===== config.mk =====
export PLATFORM = sky130hd
export DESIGN_NAME = mem_port_arbiter_flat
export DESIGN_NICKNAME = d
export VERILOG_FILES = /design/src/rtl/mem_port_arbiter_if.sv /design/src/rtl/mem_port_arbiter.sv /design/src/flat_wrapper.sv
export SDC_FILE = /design/constraint.sdc
export NUM_CORES = 1
export LEC_CHECK = 0
export CORE_MARGIN = 2
export CORE_UTILIZATION = 38
export DETAILED_ROUTE_END_ITERATION = 12
export PLACE_DENSITY = 0.85
export SLEW_MARGIN = 5
export SYNTH_ARGS = -nofsm -noshare
export SYNTH_HDL_FRONTEND = slang
export SYNTH_SLANG_ARGS = --single-unit

===== constraint.sdc =====
create_clock -name clk_i -period 1.6 [get_ports clk_i]
set_input_delay 0.32 -clock clk_i [delete_from_list [all_inputs] [get_ports clk_i]]
set_output_delay 0.32 -clock clk_i [all_outputs]
set_load 0.02 [all_outputs]

===== src/rtl/mem_port_arbiter_if.sv =====
// Master-side bus bundle for mem_port_arbiter: request payload in, grant/rvalid strobes back.
interface mem_port_arbiter_if #(
    parameter int unsigned AW = 16,
    parameter int unsigned DW = 16
);
    logic          req;
    logic          we;
    logic [AW-1:0] addr;
    logic [DW-1:0] wdata;
    logic          gnt;
    logic          rvalid;

    modport master (
        output req, we, addr, wdata,
        input  gnt, rvalid
    );

    modport slave (
        input  req, we, addr, wdata,
        output gnt, rvalid
    );
endinterface


===== src/rtl/mem_port_arbiter.sv =====
// Two-master arbiter for a single synchronous memory port using 2-cycle ADDR/DATA slots.
// Optional MEM_ARB_FIXED_PRI_EN: fixed priority (M0 wins ties) instead of round-robin.
module mem_port_arbiter #(
    parameter int unsigned AW = 16,
    parameter int unsigned DW = 16
) (
    input  logic                 clk_i,
    input  logic                 rst_i,
    mem_port_arbiter_if.slave    m0_if,
    mem_port_arbiter_if.slave    m1_if,
    output logic [DW-1:0]        rdata_o,
    output logic [AW-1:0]        mem_addr_o,
    output logic [DW-1:0]        mem_dout_o,
    output logic                 mem_w_o,
    input  logic [DW-1:0]        mem_din_i
);

    typedef enum logic [1:0] {
        IDLE = 2'd0,
        ADDR = 2'd1,
        DATA = 2'd2
    } state_e;

    state_e        state_q, state_d;
    logic          owner_q, owner_d;     // 0 = M0, 1 = M1 owns the slot in flight
    logic          rd_q, rd_d;
    logic [AW-1:0] mem_addr_q, mem_addr_d;
    logic [DW-1:0] mem_dout_q, mem_dout_d;
    logic          mem_w_q, mem_w_d;
    logic [DW-1:0] rdata_q, rdata_d;
    logic          m0_gnt_q, m0_gnt_d;
    logic          m1_gnt_q, m1_gnt_d;
    logic          m0_rvalid_q, m0_rvalid_d;
    logic          m1_rvalid_q, m1_rvalid_d;
    logic          any_req;
    logic          win1;

`ifndef MEM_ARB_FIXED_PRI_EN
    logic          last_q, last_d;       // 1 = M1 was the last master granted
`endif

    assign any_req = m0_if.req | m1_if.req;

`ifdef MEM_ARB_FIXED_PRI_EN
    assign win1 = m1_if.req & ~m0_if.req;
`else
    assign win1 = m1_if.req & (~m0_if.req | ~last_q);
`endif

    always_ff @(posedge clk_i) begin
        if (rst_i) begin
            state_q     <= IDLE;
            owner_q     <= 1'b0;
            rd_q        <= 1'b0;
            mem_addr_q  <= '0;
            mem_dout_q  <= '0;
            mem_w_q     <= 1'b0;
            rdata_q     <= '0;
            m0_gnt_q    <= 1'b0;
            m1_gnt_q    <= 1'b0;
            m0_rvalid_q <= 1'b0;
            m1_rvalid_q <= 1'b0;
`ifndef MEM_ARB_FIXED_PRI_EN
            last_q      <= 1'b1;
`endif
        end else begin
            state_q     <= state_d;
            owner_q     <= owner_d;
            rd_q        <= rd_d;
            mem_addr_q  <= mem_addr_d;
            mem_dout_q  <= mem_dout_d;
            mem_w_q     <= mem_w_d;
            rdata_q     <= rdata_d;
            m0_gnt_q    <= m0_gnt_d;
            m1_gnt_q    <= m1_gnt_d;
            m0_rvalid_q <= m0_rvalid_d;
            m1_rvalid_q <= m1_rvalid_d;
`ifndef MEM_ARB_FIXED_PRI_EN
            last_q      <= last_d;
`endif
        end
    end

    // Next-state: gnt/mem_w/mem_addr are loaded on the edge entering ADDR so they appear in ADDR.
    always_comb begin
        state_d     = state_q;
        owner_d     = owner_q;
        rd_d        = rd_q;
        mem_addr_d  = mem_addr_q;
        mem_dout_d  = mem_dout_q;
        mem_w_d     = 1'b0;
        rdata_d     = rdata_q;
        m0_gnt_d    = 1'b0;
        m1_gnt_d    = 1'b0;
        m0_rvalid_d = 1'b0;
        m1_rvalid_d = 1'b0;
`ifndef MEM_ARB_FIXED_PRI_EN
        last_d      = last_q;
`endif

        case (state_q)
            IDLE, DATA: begin
                // Read data from the slot just finished is captured on the same edge a new slot launches
                if (state_q == DATA && rd_q) begin
                    rdata_d     = mem_din_i;
                    m0_rvalid_d = ~owner_q;
                    m1_rvalid_d = owner_q;
                end
                if (any_req) begin
                    state_d    = ADDR;
                    owner_d    = win1;
                    rd_d       = win1 ? ~m1_if.we : ~m0_if.we;
                    mem_addr_d = win1 ? m1_if.addr : m0_if.addr;
                    mem_dout_d = win1 ? m1_if.wdata : m0_if.wdata;
                    mem_w_d    = win1 ? m1_if.we : m0_if.we;
                    m0_gnt_d   = ~win1;
                    m1_gnt_d   = win1;
                end else begin
                    state_d = IDLE;
                end
            end
            ADDR: begin
                state_d = DATA;
`ifndef MEM_ARB_FIXED_PRI_EN
                last_d  = owner_q;
`endif
            end
            default: begin
                state_d = IDLE;
            end
        endcase
    end

    assign m0_if.gnt    = m0_gnt_q;
    assign m1_if.gnt    = m1_gnt_q;
    assign m0_if.rvalid = m0_rvalid_q;
    assign m1_if.rvalid = m1_rvalid_q;
    assign rdata_o      = rdata_q;
    assign mem_addr_o   = mem_addr_q;
    assign mem_dout_o   = mem_dout_q;
    assign mem_w_o      = mem_w_q;

endmodule

===== src/flat_wrapper.sv =====
// flat-port wrapper written by rule: the top's interface ports become plain ports
module mem_port_arbiter_flat 
#(
    parameter int unsigned AW = 16,
    parameter int unsigned DW = 16
)
  (clk_i, rst_i, rdata_o, mem_addr_o, mem_dout_o, mem_w_o, mem_din_i, m0_if_req, m0_if_we, m0_if_addr, m0_if_wdata, m0_if_gnt, m0_if_rvalid, m1_if_req, m1_if_we, m1_if_addr, m1_if_wdata, m1_if_gnt, m1_if_rvalid);
  mem_port_arbiter_if #(.AW(AW), .DW(DW)) m0_if_i ();
  mem_port_arbiter_if #(.AW(AW), .DW(DW)) m1_if_i ();
  input  logic clk_i;
  input  logic rst_i;
  output logic [DW-1:0] rdata_o;
  output logic [AW-1:0] mem_addr_o;
  output logic [DW-1:0] mem_dout_o;
  output logic mem_w_o;
  input  logic [DW-1:0] mem_din_i;
  input wire logic [$bits(m0_if_i.req)-1:0] m0_if_req;
  input wire logic [$bits(m0_if_i.we)-1:0] m0_if_we;
  input wire logic [$bits(m0_if_i.addr)-1:0] m0_if_addr;
  input wire logic [$bits(m0_if_i.wdata)-1:0] m0_if_wdata;
  output wire logic [$bits(m0_if_i.gnt)-1:0] m0_if_gnt;
  output wire logic [$bits(m0_if_i.rvalid)-1:0] m0_if_rvalid;
  input wire logic [$bits(m1_if_i.req)-1:0] m1_if_req;
  input wire logic [$bits(m1_if_i.we)-1:0] m1_if_we;
  input wire logic [$bits(m1_if_i.addr)-1:0] m1_if_addr;
  input wire logic [$bits(m1_if_i.wdata)-1:0] m1_if_wdata;
  output wire logic [$bits(m1_if_i.gnt)-1:0] m1_if_gnt;
  output wire logic [$bits(m1_if_i.rvalid)-1:0] m1_if_rvalid;
  assign m0_if_i.req = m0_if_req;
  assign m0_if_i.we = m0_if_we;
  assign m0_if_i.addr = m0_if_addr;
  assign m0_if_i.wdata = m0_if_wdata;
  assign m0_if_gnt = m0_if_i.gnt;
  assign m0_if_rvalid = m0_if_i.rvalid;
  assign m1_if_i.req = m1_if_req;
  assign m1_if_i.we = m1_if_we;
  assign m1_if_i.addr = m1_if_addr;
  assign m1_if_i.wdata = m1_if_wdata;
  assign m1_if_gnt = m1_if_i.gnt;
  assign m1_if_rvalid = m1_if_i.rvalid;
  mem_port_arbiter #(.AW(AW), .DW(DW)) u_core (.clk_i(clk_i), .rst_i(rst_i), .m0_if(m0_if_i), .m1_if(m1_if_i), .rdata_o(rdata_o), .mem_addr_o(mem_addr_o), .mem_dout_o(mem_dout_o), .mem_w_o(mem_w_o), .mem_din_i(mem_din_i));
endmodule

==> reports/metrics.csv <==
stage;metric;value;unit
outcome;status;completed;
cts;ctsLongestPathBuffers;2;
synthesis;synth.yosys.warnings;0;
placed_design;gp_congestion;0.793;
setup_path;cp-start-kind;flop;
die;die_h;84.0;um
route;wl_met2;3610;um
cts;clock_latency;0.32;ns
sta;setup_viol;0;
layout;fin_nets;509;
global_route;grt_util_all_layers;21.0;%
layout;fillCellCount;509;
route;wl_met3;469;um
setup_path;end_kind;output port;
die;initial_core_util;38.7;%
cts;cts_max_level;3;
placed_design;place.detailed.instances;489;
layout;drive_gt1_share;15.9;%
cts;cts.root.buffer_cell;clkbuf_8;
flow_run;drv_cap;0;
pwr;powerDensity;965;nW/um2
placed_design;io_buffer_count;138;
route;drtAntennaViolNets;0;
route;via_count;2535;
cts;path_clk_slew;0.06;ns
route;routedWlPerCell;14.5;um
route;drc_errors;0;
route;met1_length;3020;um
placed_design;dp_hpwl;5340;um
global_route;grt_pass1_wl;12000;um
global_route;grt_pass1_vias;2641;
sta;post-route-period-util;97.6;%
layout;fin_util;67.4;%
synthesis;syn_nets;366;
sta;fmax;640;MHz
sta;setup_tns;0;ns
sta;rsz0062_at_grt;no;
sta;slew_violations;0;
setup_path;cp.arrival;1.24;ns
die;num_rows;29;
die;fp.dieW;84.0;um
cts;cts_tree;built;
setup_path;cpLargestDelayFamily;buffers and inverters;
setup_path;worst_ep_required_time;1.28;ns
setup_path;cp_max_fo;1;
synthesis;synth_seq_cells;58;
synthesis;netlist_area;2430;um2
setup_path;slowest_delay;0.60;ns
sta;fin_crit;1.56;ns
route;vias_per_cell;5.02;
global_route;overflow;0;
route;drt_iter0_markers;98;
setup_path;slowest_stage;clkdlybuf4s50_1;
worst_hold_path;hold_path_class;in -> reg;
pwr;ir_drop;0.621;mV
route;highest_layer;met4;
die;fp.dieArea;7050;um2
pwr;p_leak;2.07;nW
layout;syn2layout_area_growth;74.0;%
sta;hold_slack;0.358;ns
global_route;grt_max_degree;27;
layout;stdcell_count;505;
sta;skew;0.00735;ns
sta;hold_viol;0;
synthesis;yosysSeqAreaShare;47.8;%
cts;holdBufCountCts;0;
sta;tightest_slew;0.299;ns
layout;antenna_cells;0;
sta;maxSlewHeadroom;80.0;%
route;routed_wl;7320;um
die;num_io_pins;139;
route;first_pass_iters;4;
synthesis;ys_types;23;
global_route;antenna_found_initial;0;
die;core_area;6280;um2
setup_path;path_class;reg -> out;
cts;cts.sinks;58;
synthesis;avgSynthCellArea;8.68;um2
synthesis;syn_inst;280;
cts;cts_buffers;9;
setup_path;path_cells;clkdlybuf4s50_1;
setup_path;path_buf_inv;1;
synth_stat cells:
master | count | area (um2)
o21bai_2 | 1 | 11.3
a31o_2 | 1 | 8.76
clkbuf_1 | 2 | 7.51
nor3_1 | 3 | 15.0
a21bo_2 | 1 | 10.0
and3b_1 | 1 | 8.76
a211oi_2 | 29 | 363
buf_1 | 3 | 11.3
nand2b_1 | 2 | 12.5
o21ba_2 | 1 | 10.0
buf_4 | 5 | 37.5
a21boi_0 | 1 | 7.51
nand3b_1 | 1 | 7.51
a211oi_1 | 3 | 22.5
nor3b_1 | 2 | 15.0
nor2_1 | 34 | 128
dfxtp_1 | 58 | 1160
buf_2 | 12 | 60.1
clkbuf_2 | 1 | 5.00
a21oi_1 | 49 | 245
nand2_1 | 68 | 255
a21boi_4 | 1 | 18.8
mux2i_1 | 1 | 10.0
area by class of cell:
| cell class | instances | area, um2 | share of cell area, % |
|---|---|---|---|
| Timing Repair Buffer | 155 | 1590 | 37.5 |
| Sequential cell | 58 | 1160 | 27.5 |
| Multi-Input combinational cell | 199 | 1150 | 27.2 |
| Clock buffer | 12 | 165 | 3.91 |
| Tap cell | 77 | 96.3 | 2.28 |
| Clock inverter | 4 | 72.6 | 1.72 |
per-stage QoR:
| stage | power (mW) | area [um2] | setup slack [ns] |
|---|---|---|---|
| after floorplan | 2.09 | 2430 | 0.476 |
| final | 4.08 | 4230 | 0.0379 |
| after global routing | 4.27 | 4230 | 0.00814 |
| after CTS | 4.14 | 4170 | 0.00271 |
| after detailed placement | 2.60 | 3970 | -0.140 |
| after global placement | 2.57 | 3970 | -0.0760 |
metal layers:
metal	global-route usage, %	vias up
li1	-	1236
met1	24.2	1178
met2	36.5	103
met3	4.95	18
met4	9.82	0
met5	0	-
where the power goes:
| group | leakage, nW | switching (mW) | internal, mW |
|---|---|---|---|
| clock | 0.119 | 0.565 | 1.00 |
| combinational | 1.48 | 0.444 | 0.472 |
| sequential | 0.477 | 0.0537 | 1.55 |
path summary, 6_finish.rpt:
kind,start,end,slack (ns),depth (start not counted)
worst max register to register,u_core.state_q[0],u_core.rdata_o[2],0.38,4
worst min-delay path,rst_i,u_core.state_q[1],0.36,2
worst max-delay path,u_core.m0_if.gnt,m0_if_gnt,0.04,1
worst min register to register,u_core.rdata_o[8],u_core.rdata_o[8],0.45,2
cells in the final DEF, fill, tap and decap left out, types with 2 or more instances in the layout:
master | netlist | routed
a211oi_1 | 3 | 3
a211oi_2 | 29 | 29
a21oi_1 | 49 | 49
buf_12 | 0 | 5
buf_4 | 5 | 12
bufinv_16 | 0 | 2
clkbuf_8 | 0 | 12
clkdlybuf4s50_1 | 0 | 86
dfxtp_1 | 58 | 58
dlygate4sd2_1 | 0 | 29
dlymetal6s2s_1 | 0 | 22
nand2_1 | 68 | 68
nand2b_1 | 2 | 2
nor2_1 | 34 | 34
nor3_1 | 3 | 3
nor3b_1 | 2 | 2
registers in the layout, indices dropped and copies added (netlist names):
signal and count:
u_core.rd_q 1, u_core.state_q 2, u_core.m0_if.gnt 1, u_core.owner_q 1, u_core.mem_dout_o 16, u_core.m1_if.rvalid 1
u_core.m0_if.rvalid 1, u_core.mem_addr_o 16, u_core.last_q 1, u_core.m1_if.gnt 1, u_core.rdata_o 16, u_core.mem_w_o 1
logic make-up (layout without fill, tap and decap cells):
group	Yosys count	in the layout	share of synthesized area [%]
multiplexers	1	1	0.412
AND/OR/NAND/NOR	111	111	18.2
buffers and inverters	23	171	4.99
AO/OA/AOI/OAI	87	87	28.7
flip-flops	58	58	47.8
what timing repair did:
| item | in CTS | in global routing |
|---|---|---|
| pin swaps | 0 | 0 |
| gates resized for setup | 29 | 22 |
| setup buffers | 0 | 0 |
| endpoints found under the setup margin | 29 | 22 |
Power figures use the tool's default switching activity.
